### config.mk
export PLATFORM = sky130hd
export DESIGN_NAME = pipe_scroller
export DESIGN_NICKNAME = d
export VERILOG_FILES = /design/src/rtl/pipe_scroller.sv
export SDC_FILE = /design/constraint.sdc
export NUM_CORES = 1
export LEC_CHECK = 0
export ABC_AREA = 1
export ABC_CLOCK_PERIOD_IN_PS = 4800
export BUFFER_PORTS_ARGS = -buffer_cell sky130_fd_sc_hd__buf_2
export CORE_ASPECT_RATIO = 0.6
export CORE_MARGIN = 2
export CORE_UTILIZATION = 30
export DETAILED_ROUTE_END_ITERATION = 8
export PLACE_DENSITY = 0.54
export REMOVE_ABC_BUFFERS = 1
export SETUP_SLACK_MARGIN = 0.3
export SYNTH_ARGS = -nofsm -noshare
export SYNTH_HDL_FRONTEND = slang
export SYNTH_SLANG_ARGS = --single-unit
### constraint.sdc
create_clock -name clk_div -period 4.8 [get_ports clk_div]
set_input_delay 0.24 -clock clk_div [delete_from_list [all_inputs] [get_ports clk_div]]
set_output_delay 0.24 -clock clk_div [all_outputs]
set_load 0.03 [all_outputs]
### src/rtl/pipe_scroller.sv
// pipe_scroller: game-logic stage that scrolls three pipes left once per
// frame, respawns each at the right with a pseudo-random gap height, counts
// score as pipes pass the bird, and freezes on collision.
//
// Ports
//   clk_div                     system/pixel clock
//   rst_n                       asynchronous active-low reset
//   frame_tick                  one-cycle pulse per frame
//   start                       flap/start button (debounced level)
//   collision                   bird hit (level)
//   pipe1_x..pipe3_x    [9:0]   pipe left edge x
//   pipe1y_up..pipe3y_up[9:0]   bottom of upper pipe (gap is y_up..y_up+79)
//   score               [7:0]   pipes passed, saturating at 255
//   state               [1:0]   00 IDLE, 01 RUN, 10 HALT
//
// Optional build macro PIPE_SPEEDUP_EN: step grows with score
// (SPEED + min(score>>3, 3)). Without it the step is always SPEED.
//
// FSM states
//   state | meaning
//   IDLE  | pipes parked at restart positions, waiting for start
//   RUN   | scrolling on frame_tick, scoring, watching for collision
//   HALT  | frozen after collision, start returns to IDLE with a reload

module pipe_scroller #(
  parameter int          SPEED     = 2,
  parameter int          PERIOD    = 660,
  parameter int          PIPE1_X0  = 400,
  parameter int          GAP_MIN   = 40,
  parameter int          SCORE_X   = 60,
  parameter logic [15:0] LFSR_SEED = 16'hACE1
) (
  input  logic       clk_div,
  input  logic       rst_n,
  input  logic       frame_tick,
  input  logic       start,
  input  logic       collision,
  output logic [9:0] pipe1_x,
  output logic [9:0] pipe2_x,
  output logic [9:0] pipe3_x,
  output logic [9:0] pipe1y_up,
  output logic [9:0] pipe2y_up,
  output logic [9:0] pipe3y_up,
  output logic [7:0] score,
  output logic [1:0] state
);

  typedef enum logic [1:0] {
    ST_IDLE = 2'b00,
    ST_RUN  = 2'b01,
    ST_HALT = 2'b10
  } state_t;

  localparam logic [9:0] L_SPEED   = 10'(SPEED);
  localparam logic [9:0] L_PERIOD  = 10'(PERIOD);
  localparam logic [9:0] L_GAP_MIN = 10'(GAP_MIN);
  localparam logic [9:0] L_SCORE_X = 10'(SCORE_X);
  localparam logic [9:0] L_X1_0    = 10'(PIPE1_X0);
  localparam logic [9:0] L_X2_0    = 10'(PIPE1_X0 + PERIOD / 3);
  localparam logic [9:0] L_X3_0    = 10'(PIPE1_X0 + 2 * (PERIOD / 3));
  localparam logic [9:0] L_Y1_0    = 10'd200;
  localparam logic [9:0] L_Y2_0    = 10'd120;
  localparam logic [9:0] L_Y3_0    = 10'd280;

  state_t      r_state;
  state_t      w_state_nxt;
  logic [15:0] r_lfsr;
  logic [15:0] w_lfsr_nxt;
  logic [9:0]  r_x [3];
  logic [9:0]  r_y [3];
  logic [7:0]  r_score;

  logic        w_load;
  logic        w_move;
  logic [9:0]  w_step;
  logic [8:0]  w_r     [3];
  logic [8:0]  w_off   [3];
  logic [9:0]  w_gap   [3];
  logic        w_wrap  [3];
  logic [9:0]  w_x_mv  [3];
  logic        w_cross [3];
  logic [1:0]  w_ncross;
  logic [8:0]  w_sum;
  logic [7:0]  w_score_nxt;

  // Fibonacci LFSR, taps 16,14,13,11, shifting left into bit 0.
  assign w_lfsr_nxt = {r_lfsr[14:0], r_lfsr[15] ^ r_lfsr[13] ^ r_lfsr[12] ^ r_lfsr[10]};

`ifdef PIPE_SPEEDUP_EN
  logic [1:0] w_bonus;
  // min(score>>3, 3): any of the top three score bits set means the cap
  assign w_bonus = (r_score[7:5] != 3'd0) ? 2'd3 : r_score[4:3];
  assign w_step  = L_SPEED + {8'd0, w_bonus};
`else
  assign w_step  = L_SPEED;
`endif

  // Each pipe draws its gap from a different overlapping 9-bit window
  assign w_r[0] = r_lfsr[8:0];
  assign w_r[1] = r_lfsr[12:4];
  assign w_r[2] = r_lfsr[15:7];

  always_comb begin
    w_state_nxt = r_state;
    w_load      = 1'b0;
    w_move      = 1'b0;
    case (r_state)
      ST_IDLE: begin
        if (start) w_state_nxt = ST_RUN;
      end
      ST_RUN: begin
        // collision wins over a same-cycle frame_tick: nothing moves
        if (collision)       w_state_nxt = ST_HALT;
        else if (frame_tick) w_move      = 1'b1;
      end
      ST_HALT: begin
        if (start) begin
          w_state_nxt = ST_IDLE;
          w_load      = 1'b1;
        end
      end
      default: w_state_nxt = ST_IDLE;
    endcase
  end

  always_comb begin
    for (int i = 0; i < 3; i++) begin
      // fold 320..511 down by 256 so gap bottom stays on screen
      w_off[i]   = (w_r[i] >= 9'd320) ? (w_r[i] - 9'd256) : w_r[i];
      w_gap[i]   = L_GAP_MIN + {1'b0, w_off[i]};
      w_wrap[i]  = (r_x[i] < w_step);
      w_x_mv[i]  = w_wrap[i] ? (r_x[i] + L_PERIOD - w_step) : (r_x[i] - w_step);
      w_cross[i] = (r_x[i] >= L_SCORE_X) && (w_x_mv[i] < L_SCORE_X);
    end
    w_ncross    = {1'b0, w_cross[0]} + {1'b0, w_cross[1]} + {1'b0, w_cross[2]};
    w_sum       = {1'b0, r_score} + {7'd0, w_ncross};
    w_score_nxt = w_sum[8] ? 8'hFF : w_sum[7:0];
  end

  always_ff @(posedge clk_div or negedge rst_n) begin
    if (!rst_n) begin
      r_state <= ST_IDLE;
      r_lfsr  <= LFSR_SEED;
      r_x[0]  <= L_X1_0;
      r_x[1]  <= L_X2_0;
      r_x[2]  <= L_X3_0;
      r_y[0]  <= L_Y1_0;
      r_y[1]  <= L_Y2_0;
      r_y[2]  <= L_Y3_0;
      r_score <= 8'd0;
    end else begin
      r_state <= w_state_nxt;
      r_lfsr  <= w_lfsr_nxt;
      if (w_load) begin
        r_x[0]  <= L_X1_0;
        r_x[1]  <= L_X2_0;
        r_x[2]  <= L_X3_0;
        r_y[0]  <= L_Y1_0;
        r_y[1]  <= L_Y2_0;
        r_y[2]  <= L_Y3_0;
        r_score <= 8'd0;
      end else if (w_move) begin
        for (int i = 0; i < 3; i++) begin
          r_x[i] <= w_x_mv[i];
          if (w_wrap[i]) r_y[i] <= w_gap[i];
        end
        r_score <= w_score_nxt;
      end
    end
  end

  assign pipe1_x   = r_x[0];
  assign pipe2_x   = r_x[1];
  assign pipe3_x   = r_x[2];
  assign pipe1y_up = r_y[0];
  assign pipe2y_up = r_y[1];
  assign pipe3y_up = r_y[2];
  assign score     = r_score;
  assign state     = r_state;

endmodule

Word-level counts from Yosys, hierarchy flattened
Cells that the tools add are included.

$add $sub $neg: 18. Order comparisons: 12. Eq/ne operators: 5. Multiplexer cells: 25. Bitwise logic cells: 3. Reduce and logical (&&, ||, !) cells: 12.

Operators by type and width (number): 30-bit 2-to-1 mux (4); 10-bit 2-to-1 mux (6); 10-bit by 2-bit subtractor with 10-bit output (second input constant) (6); 10-bit adder (second input constant) (3); 6-bit by 9-bit adder with 10-bit output (first input constant) (3); 10-bit by 6-bit >= comparator with 1-bit output (second input constant) (3); 10-bit by 2-bit less-than comparator with 1-bit output (second input constant) (3); 10-bit by 6-bit less-than comparator with 1-bit output (second input constant) (3); 9-bit >= comparator (second input constant) (3); 9-bit 2-to-1 mux (3); 9-bit subtractor (second input constant) (3); 8-bit 2-to-1 mux (3); 8-bit by 2-bit adder with 9-bit output (1); 2-bit nonzero test (4); 2-bit 2-to-1 mux (3); 2-bit inequality test (second input constant) (3); 2-bit case mux with 3 select lines (1); 2-bit AND reduction (3); 1-bit 2-to-1 mux (5); 1-bit logical AND (3); 3-bit AND reduction (1); 1-bit bitwise XOR (3); 1-bit by 1-bit adder with 2-bit output (1); 2-bit by 1-bit adder with 2-bit output (1); other kinds (3) (3).

Register bits: 86. Input bits: 5. Output and inout bits: 70. Logic and storage cells: 84.

Depth between registers and ports, before layout
Gate-level depths: netlist (run 1).

Word-level depth: 11. Gate-level depth with buffers: 21. Gate-level depth less buffers: 21.

Worst setup path after synthesis (run 1)
Ideal clock, no wire load.

Path kind: reg-to-reg. Start point: register r_x, in the netlist pipe3_x[1]. End point: register r_score[2] (netlist: score[2]). Setup time: 0.121 ns. Arrival time: 3.147 ns. Required time: 4.679 ns. Slack: 1.532 ns. Cell stages (with the launch flop): 19. Buffers on the path: 0. Period minus slack after synthesis: 3.268 ns. Cell sequence: dfrtp_1 > inv_1 > ha_1 > nand2_1 > nor2_1 > nand2_1 > a21oi_1 > nand3_1 > nor2_1 > nand2_1 > fa_1 > inv_1 > ha_1 > fa_1 > nand2_1 > nor2_1 > nand2_1 > o21ai_0 > a22o_1.

Longest elaborated chain between the ends: 10. Elaborated cells on any way between the ends: 13. Classes of those cells: 5 x add/sub; 3 x order compare; 4 x mux; 1 x reduce/logical.

Ends and longest elaborated chain: start: declaration (line 69) `logic [9:0] r_x [3];`; start signal: indexed assignment (line 164) `r_x[i] <= w_x_mv[i];`; 10-bit adder (line 132) `w_x_mv[i] = w_wrap[i] ? (r_x[i] + L_PERIOD - w_step) : (r_x[i] - w_step);`; 10-bit by 2-bit subtractor with 10-bit output (line 132); 10-bit 2-to-1 mux (line 132); 10-bit by 6-bit less-than comparator with 1-bit output (line 133) `w_cross[i] = (r_x[i] >= L_SCORE_X) && (w_x_mv[i] < L_SCORE_X);`; 1-bit logical AND * (line 133); 2-bit by 1-bit adder with 2-bit output * (line 135) `w_ncross = {1'b0, w_cross[0]} + {1'b0, w_cross[1]} + {1'b0, w_cross[2]};`; 8-bit by 2-bit adder with 9-bit output * (line 136) `w_sum = {1'b0, r_score} + {7'd0, w_ncross};`; 8-bit 2-to-1 mux * (line 137) `w_score_nxt = w_sum[8] ? 8'hFF : w_sum[7:0];`; 8-bit 2-to-1 mux * (line 162) `end else if (w_move) begin`; 8-bit 2-to-1 mux * (line 154) `if (w_load) begin`; end signal: assignment (line 167) `r_score <= w_score_nxt;`; end: declaration (line 71) `logic [7:0] r_score;`.

Mark *: on every way between the ends. The rest lies on a longest branch, timed or not. The select of a mux whose other input is x is not followed. A chain may end at the register's enable or synchronous reset.

Worst setup path in the final report (run 1)
Start point: register r_x, in the netlist pipe3_x[1]. End point: register r_score[6] (netlist: score[6]).

The elaborated chain is that of the path after synthesis.

==> impl_metrics.toml, run 1 <==
[run_status]
status = "complete, no violations"

[placement]
hpwl_um = 8560
dp_cells = 814
place_ws_ns = 1.33
place_congestion = 0.935
postPlaceCellArea_mm2 = 0.00509
portBuffers = 71

[finish]
layout-drive-gt1-share = 0.234
antenna_cells = 0
final_util = 0.372
final_cell_mix = "127 x nand2_1, 76 x inv_1, 70 x buf_2, 53 x dfrtp_1, 48 x nor2_1"
finalNonFillerCells = 831
final_common_cell = "nand2_1"
synthToLayoutAreaGrowth_pct = 19.9
final_area_mm2 = 0.00545
fin_nets = 650

[sta]
post-route-period-util = 0.737
whs_ns = 0.121
rsz0062_at_grt = "no"
final.setup.tns_ns = 0
hold_viol = 0
slew_violations = 0
fin_ws_ns = 1.26
max_slew_margin = 0.422
max_freq_mhz = 283
worst_slew_pin_slew_ns = 0.867
fin_skew_ns = 0.00574
finalSetupViolations = 0
fin_crit_ns = 3.54

[synth]
synth_area_leaders = "dfrtp_1 29%, dfstp_2 17%, nand2_1 10%"
yosys_warnings = 0
synth_top_area_frac = 0.292
synth_ff_type = "dfrtp_1"
synthCells = 553
synth_seq_area_share = 0.465
netlist_area_mm2 = 0.00454
synth_area_leader_cell = "dfrtp_1"
synth.distinct_cells = 38
yosys_register_bits = 83
synth_area_per_cell_um2 = 8.22
synthArstFlopShare = 1.00
synth_edf_count = 0

[global_route]
grt_max_degree = 67
grt_pass1_vias = 3688
overflow = 0
grt_antenna_before_repair = 0
grt_use_total = 0.151
grt_pass1_wl_um = 19300

[clock_tree]
cts-root-buf = "clkbuf_16"
clkSinkCount = 83
cts_resized = 0
numCtsBuffers = 9
htree_levels = 3
clkSlewWorstSetupHoldPaths_ns = 0.06
cts_tree = "built"
clockBufferDepth = 2
clock_latency_ns = 0.33

[pwr]
p_comb_frac = 0.394
ir_drop_mv = 0.316
p_int_mw = 1.78
total_power_mw = 3.12
power.density_mw_per_mm2 = 572
power.leakage_nw = 2.73
p_switching_mw = 1.33
p_clk_frac = 0.256
p_sw_frac = 0.428
pwr-share-seq = 0.349

[routing]
drt-total-wl_um = 11600
drt_pass1_iterations = 5
drc = 0
drtIter0Drc = 244
via_per_inst = 4.61
vias = 3829
antenna_left = 0
wire_per_inst_um = 13.9

[worst_setup_path]
slowest_stage = "fa_1"
r2r_slack_ns = 1.26
cp_common_cell = "nand2_1"
timing.rr.start = "pipe3_x[1]"
cp.depth = 18
ff2ff_path_depth = 18
crit_fanout = 5
slowest_delay_ns = 0.45
crit_arrival_ns = 3.73
crit_start = "pipe3_x[1]"
worst-path-buf-inv = 2
path_class = "reg -> reg"
cp-start-kind = "flop"
r2r-end = "score[6]"
endpoint_kind = "flop"
crit_chain = "inv_1, ha_1, nand2_1, nor2_1, nand2_1, a21oi_1, nand3_1, nor2_1, nand2_1, fa_1, inv_1, ha_1, fa_1, nand2_1, nor2_1, nand3_1, o31ai_1, o21ai_0"
worst_path_dominant_cell_family = "simple AND/OR/NAND/NOR gates"
worstSetupEndpoint = "score[6]"
cp.required_ns = 4.99

[job]
maxCapViolations = 0

[floorplan]
die_w_um = 163
ioPinCount = 75
rows = 34
start_util = 0.310
dieArea_mm2 = 0.0162
die_h_um = 99.3
coreArea_mm2 = 0.0146

[min_path]
hp-class = "in -> reg"
[cell families (layout without fill, tap and decap cells)]
group / Yosys count / count (layout) / share of synthesized area
flops: 83 / 83 / 0.465
other cells: 1 / 3 / 0.000825
compound gates: 87 / 87 / 0.107
xor+xnor: 20 / 20 / 0.0386
fa+ha+maj: 17 / 17 / 0.0501
simple gates: 247 / 247 / 0.250
buf+inv: 98 / 176 / 0.0890
[registers in the layout (all words and copies together) (netlist names)]
name and cells:
pipe3_x 9, pipe1_x 9, pipe3y_up 10, pipe2y_up 10
score 8, state 2, pipe1y_up 10, r_lfsr 16
pipe2_x 9
[metal layers]
layer / track usage / vias up / routed length, um
met5: 0 / - / 0
met2: 0.199 / 102 / 4510
met3: 0.0467 / 10 / 686
li1: - / 1921 / -
met4: 0.0408 / 0 / 113
met1: 0.234 / 1796 / 6250
[worst min-delay path by stage]
stage,start,end,cells past startpoint
after floorplan,rst_n,pipe1_x[1],0
after global placement,rst_n,pipe1y_up[9],1
after detailed placement,rst_n,pipe1y_up[9],1
after CTS,collision,state[0],2
after global routing,collision,state[0],2
final,collision,state[0],2
[worst reg2reg max path, cell delays in order (launching register included)]
cell and delay (ns):
dfrtp_1 0.42, inv_1 0.12, ha_1 0.25, nand2_1 0.10, nor2_1 0.21, nand2_1 0.08
a21oi_1 0.19, nand3_1 0.10, nor2_1 0.10, nand2_1 0.08, fa_1 0.45, inv_1 0.07
ha_1 0.17, fa_1 0.19, nand2_1 0.07, nor2_1 0.27, nand3_1 0.19, o31ai_1 0.22
o21ai_0 0.13
[timing repair]
action                    CTS  global route
hold endpoints to repair   10             0
hold buffers                1             0
setup buffers               0             0
[power groups by stage]
| stage | registers (mW) | logic [mW] | clock network [mW] |
|---|---|---|---|
| finish | 1.09 | 1.23 | 0.798 |
| floorplan | 1.38 | 0.590 | 0 |
| global route | 1.12 | 1.36 | 0.859 |
| global placement | 1.09 | 1.22 | 0 |
| detailed placement | 1.10 | 1.23 | 0 |
| CTS | 1.09 | 1.23 | 0.821 |
[final cells by class]
class	count	area, um^2
Clock inverter	6	113
Inverter	87	334
Timing Repair Buffer	73	375
Tap cell	198	248
Clock buffer	10	229
Fill cell	1531	9190
Multi-Input combinational cell	374	2030
Sequential cell	83	2110
[synth_stat cells, types with 11 or more instances]
master	n
nor2_1	48
nand3_1	39
inv_1	76
dfstp_2	30
dfrtp_1	53
ha_1	15
xor2_1	15
a21oi_1	19
nand2_1	127
o22ai_1	11
o21ai_1	11
o21ai_0	33
No activity file was read; power rests on OpenSTA's default activity.
==> run 2, diff against run 1 <==
--- a/config.mk
+++ b/config.mk
@@ -6,13 +6,13 @@
 export NUM_CORES = 1
 export LEC_CHECK = 0
 export ABC_AREA = 1
-export ABC_CLOCK_PERIOD_IN_PS = 4800
+export ABC_CLOCK_PERIOD_IN_PS = 2800
 export BUFFER_PORTS_ARGS = -buffer_cell sky130_fd_sc_hd__buf_2
 export CORE_ASPECT_RATIO = 0.6
 export CORE_MARGIN = 2
 export CORE_UTILIZATION = 30
 export DETAILED_ROUTE_END_ITERATION = 8
-export PLACE_DENSITY = 0.54
+export PLACE_DENSITY = 0.56
 export REMOVE_ABC_BUFFERS = 1
 export SETUP_SLACK_MARGIN = 0.3
 export SYNTH_ARGS = -nofsm -noshare
==> constraint.sdc (replaced) <==
create_clock -name clk_div -period 2.8 [get_ports clk_div]
set_input_delay 0.14 -clock clk_div [delete_from_list [all_inputs] [get_ports clk_div]]
set_output_delay 0.14 -clock clk_div [all_outputs]
set_load 0.03 [all_outputs]
==> run 2 against run 1 <==
  * The flow now finishes with violations (hold timing, setup timing)
  * Count of clock-buffer cells in the layout decreased by 1
  * Flip-flop and latch count unchanged
  * Global-route usage increased by 1.6 points
  * Final cell count increased by 11%
  * Critical path depth increased by 5
  * Sequential power increased by 68%
  * Via count increased by 12%
  * Clock skew increased by 0.0042 ns
  * Non-clock buffer count increased by 93
  * Highest routed layer unchanged
  * Setup slack got worse by 1.6 ns
  * Maximum frequency increased by 13%
==> impl_metrics.toml, run 2 (synthesis results as in run 1) <==
[pwr]
p_switching_mw = 2.69
p_comb_frac = 0.515
p_clk_frac = 0.195
p_int_mw = 3.61
power.density_mw_per_mm2 = 999
ir_drop_mv = 0.500
pwr-share-seq = 0.290
p_sw_frac = 0.427
power.leakage_nw = 3.19

[worst_setup_path]
crit_arrival_ns = 3.38
endpoint_kind = "flop"
path_class = "reg -> reg"
crit_fanout = 4
cp-start-kind = "flop"
cp.required_ns = 3.06
r2r_slack_ns = -0.32

[finish]
layout-drive-gt1-share = 0.397
top_register = "r_lfsr"
final_common_cell = "nand2_1"
finalNonFillerCells = 924
fin_nets = 743
antenna_cells = 0
synthToLayoutAreaGrowth_pct = 38.9
largest_register_ffs = 16
final_cell_mix = "116 x nand2_1, 94 x buf_4, 71 x inv_1, 70 x buf_2, 51 x dfrtp_1"
final_util = 0.431
fillerInstances = 1461

[sta]
worst_slew_pin_slew_ns = 1.05
fin_crit_ns = 3.12
max_slew_margin = 0.298
fin_ws_ns = -0.321
fin_skew_ns = 0.00995
hold_viol = 14
whs_ns = -0.0382
max_freq_mhz = 320
post-route-period-util = 1.11
rsz0062_at_grt = "yes"
slew_violations = 0
finalSetupViolations = 9

[clock_tree]
clkSinkCount = 83
htree_levels = 3
cts-root-buf = "clkbuf_16"
cts_tree = "built"
clockBufferDepth = 2
clock_latency_ns = 0.34
numCtsBuffers = 9
clkSlewWorstSetupHoldPaths_ns = 0.07

[run_status]
status = "complete, but fails checks"
violations = "hold timing, setup timing"

[job]
maxCapViolations = 0

[floorplan]
die_h_um = 99.3
ioPinCount = 75
coreArea_mm2 = 0.0146
rows = 34
die_w_um = 163
start_util = 0.310
dieArea_mm2 = 0.0162

[global_route]
grt.met2_usage = 0.243
overflow = 0
grt_use_met3 = 0.0300
grt_max_degree = 81
grt-busiest-layer = "met1"
grt_antenna_before_repair = 0
grt_pass1_wl_um = 21500
grt_pass1_vias = 4160
grt_use_total = 0.167
use_met1 = 0.253

[routing]
via_per_inst = 4.65
drt_pass1_iterations = 6
drt-total-wl_um = 13200
drc = 0
vias = 4300
antenna_left = 0
drtIter0Drc = 215
wire_per_inst_um = 14.3

[placement]
portBuffers = 71
dp_cells = 879
hpwl_um = 9150
place_congestion = 0.916
place_ws_ns = -0.485

[min_path]
hp-class = "in -> async"
[run 2: routing by layer]
layer	share of wire	vias to the layer above
met4	0.0090	0
met3	0.051	10
li1	-	2113
met5	0	-
met2	0.43	122
met1	0.51	2055
[run 2: power groups by stage]
stage	sequential, mW	clock (mW)	combinational (mW)
4_1_cts	1.81	1.26	3.10
3_3_place_gp	1.81	0	2.67
3_5_place_dp	1.81	0	2.69
6_report	1.83	1.23	3.24
5_1_grt	1.87	1.30	3.51
2_1_floorplan	2.37	0	1.01
[run 2: area by class of cell]
class	count	area, um^2	area share
Sequential cell	83	2120	0.336
Clock buffer	9	225	0.0357
Clock inverter	7	76.3	0.0121
Multi-Input combinational cell	374	2230	0.354
Timing Repair Buffer	166	1080	0.171
Inverter	87	334	0.0530
Tap cell	198	248	0.0393
[run 2: critical path, cell delays in order, from the launching register on]
cell	delay [ns]
dfrtp_2	0.45
nor2_4	0.12
inv_2	0.06
nor2_4	0.12
buf_4	0.11
nand2_1	0.04
nand2_1	0.06
nand2_1	0.08
buf_4	0.14
buf_4	0.13
buf_4	0.12
buf_4	0.12
buf_4	0.12
buf_4	0.12
buf_4	0.13
buf_4	0.12
buf_4	0.12
buf_4	0.12
buf_4	0.13
buf_4	0.12
buf_4	0.12
buf_4	0.12
buf_4	0.12
a22oi_1	0.14
[run 2: repair_timing]
item	4_1_cts	5_1_grt
resized for setup	42	25
hold buffers	1	0
setup endpoints to repair	8	9
buffers inserted	27	1
cloned	0	0
hold endpoints to repair	1	0
pin swaps	21	8
[run 2: metrics by stage]
stage	power (mW)	setup TNS (ns)	hold slack (ns)	cell area (um^2)
detailed placement	4.50	-3.29	0.348	5580
floorplan	3.38	-3.22	-0.156	4480
finish	6.30	-2.09	-0.0382	6310
global placement	4.48	-2.93	0.346	5580
CTS	6.17	-1.73	0.0352	6230
global route	6.67	-3.53	0.0686	6310
[run 2: worst paths after layout]
kind | from | to | cells past startpoint
setup / recovery | pipe3_x[4] | pipe3_x[6] | 23
hold / removal | rst_n | pipe1y_up[9] | 1
setup reg to reg | pipe3_x[4] | pipe3_x[6] | 23
hold reg to reg | r_lfsr[1] | r_lfsr[2] | 0
max in group asynchronous | rst_n | pipe2_x[3] | 2
min in group clk_div | start | state[1] | 2
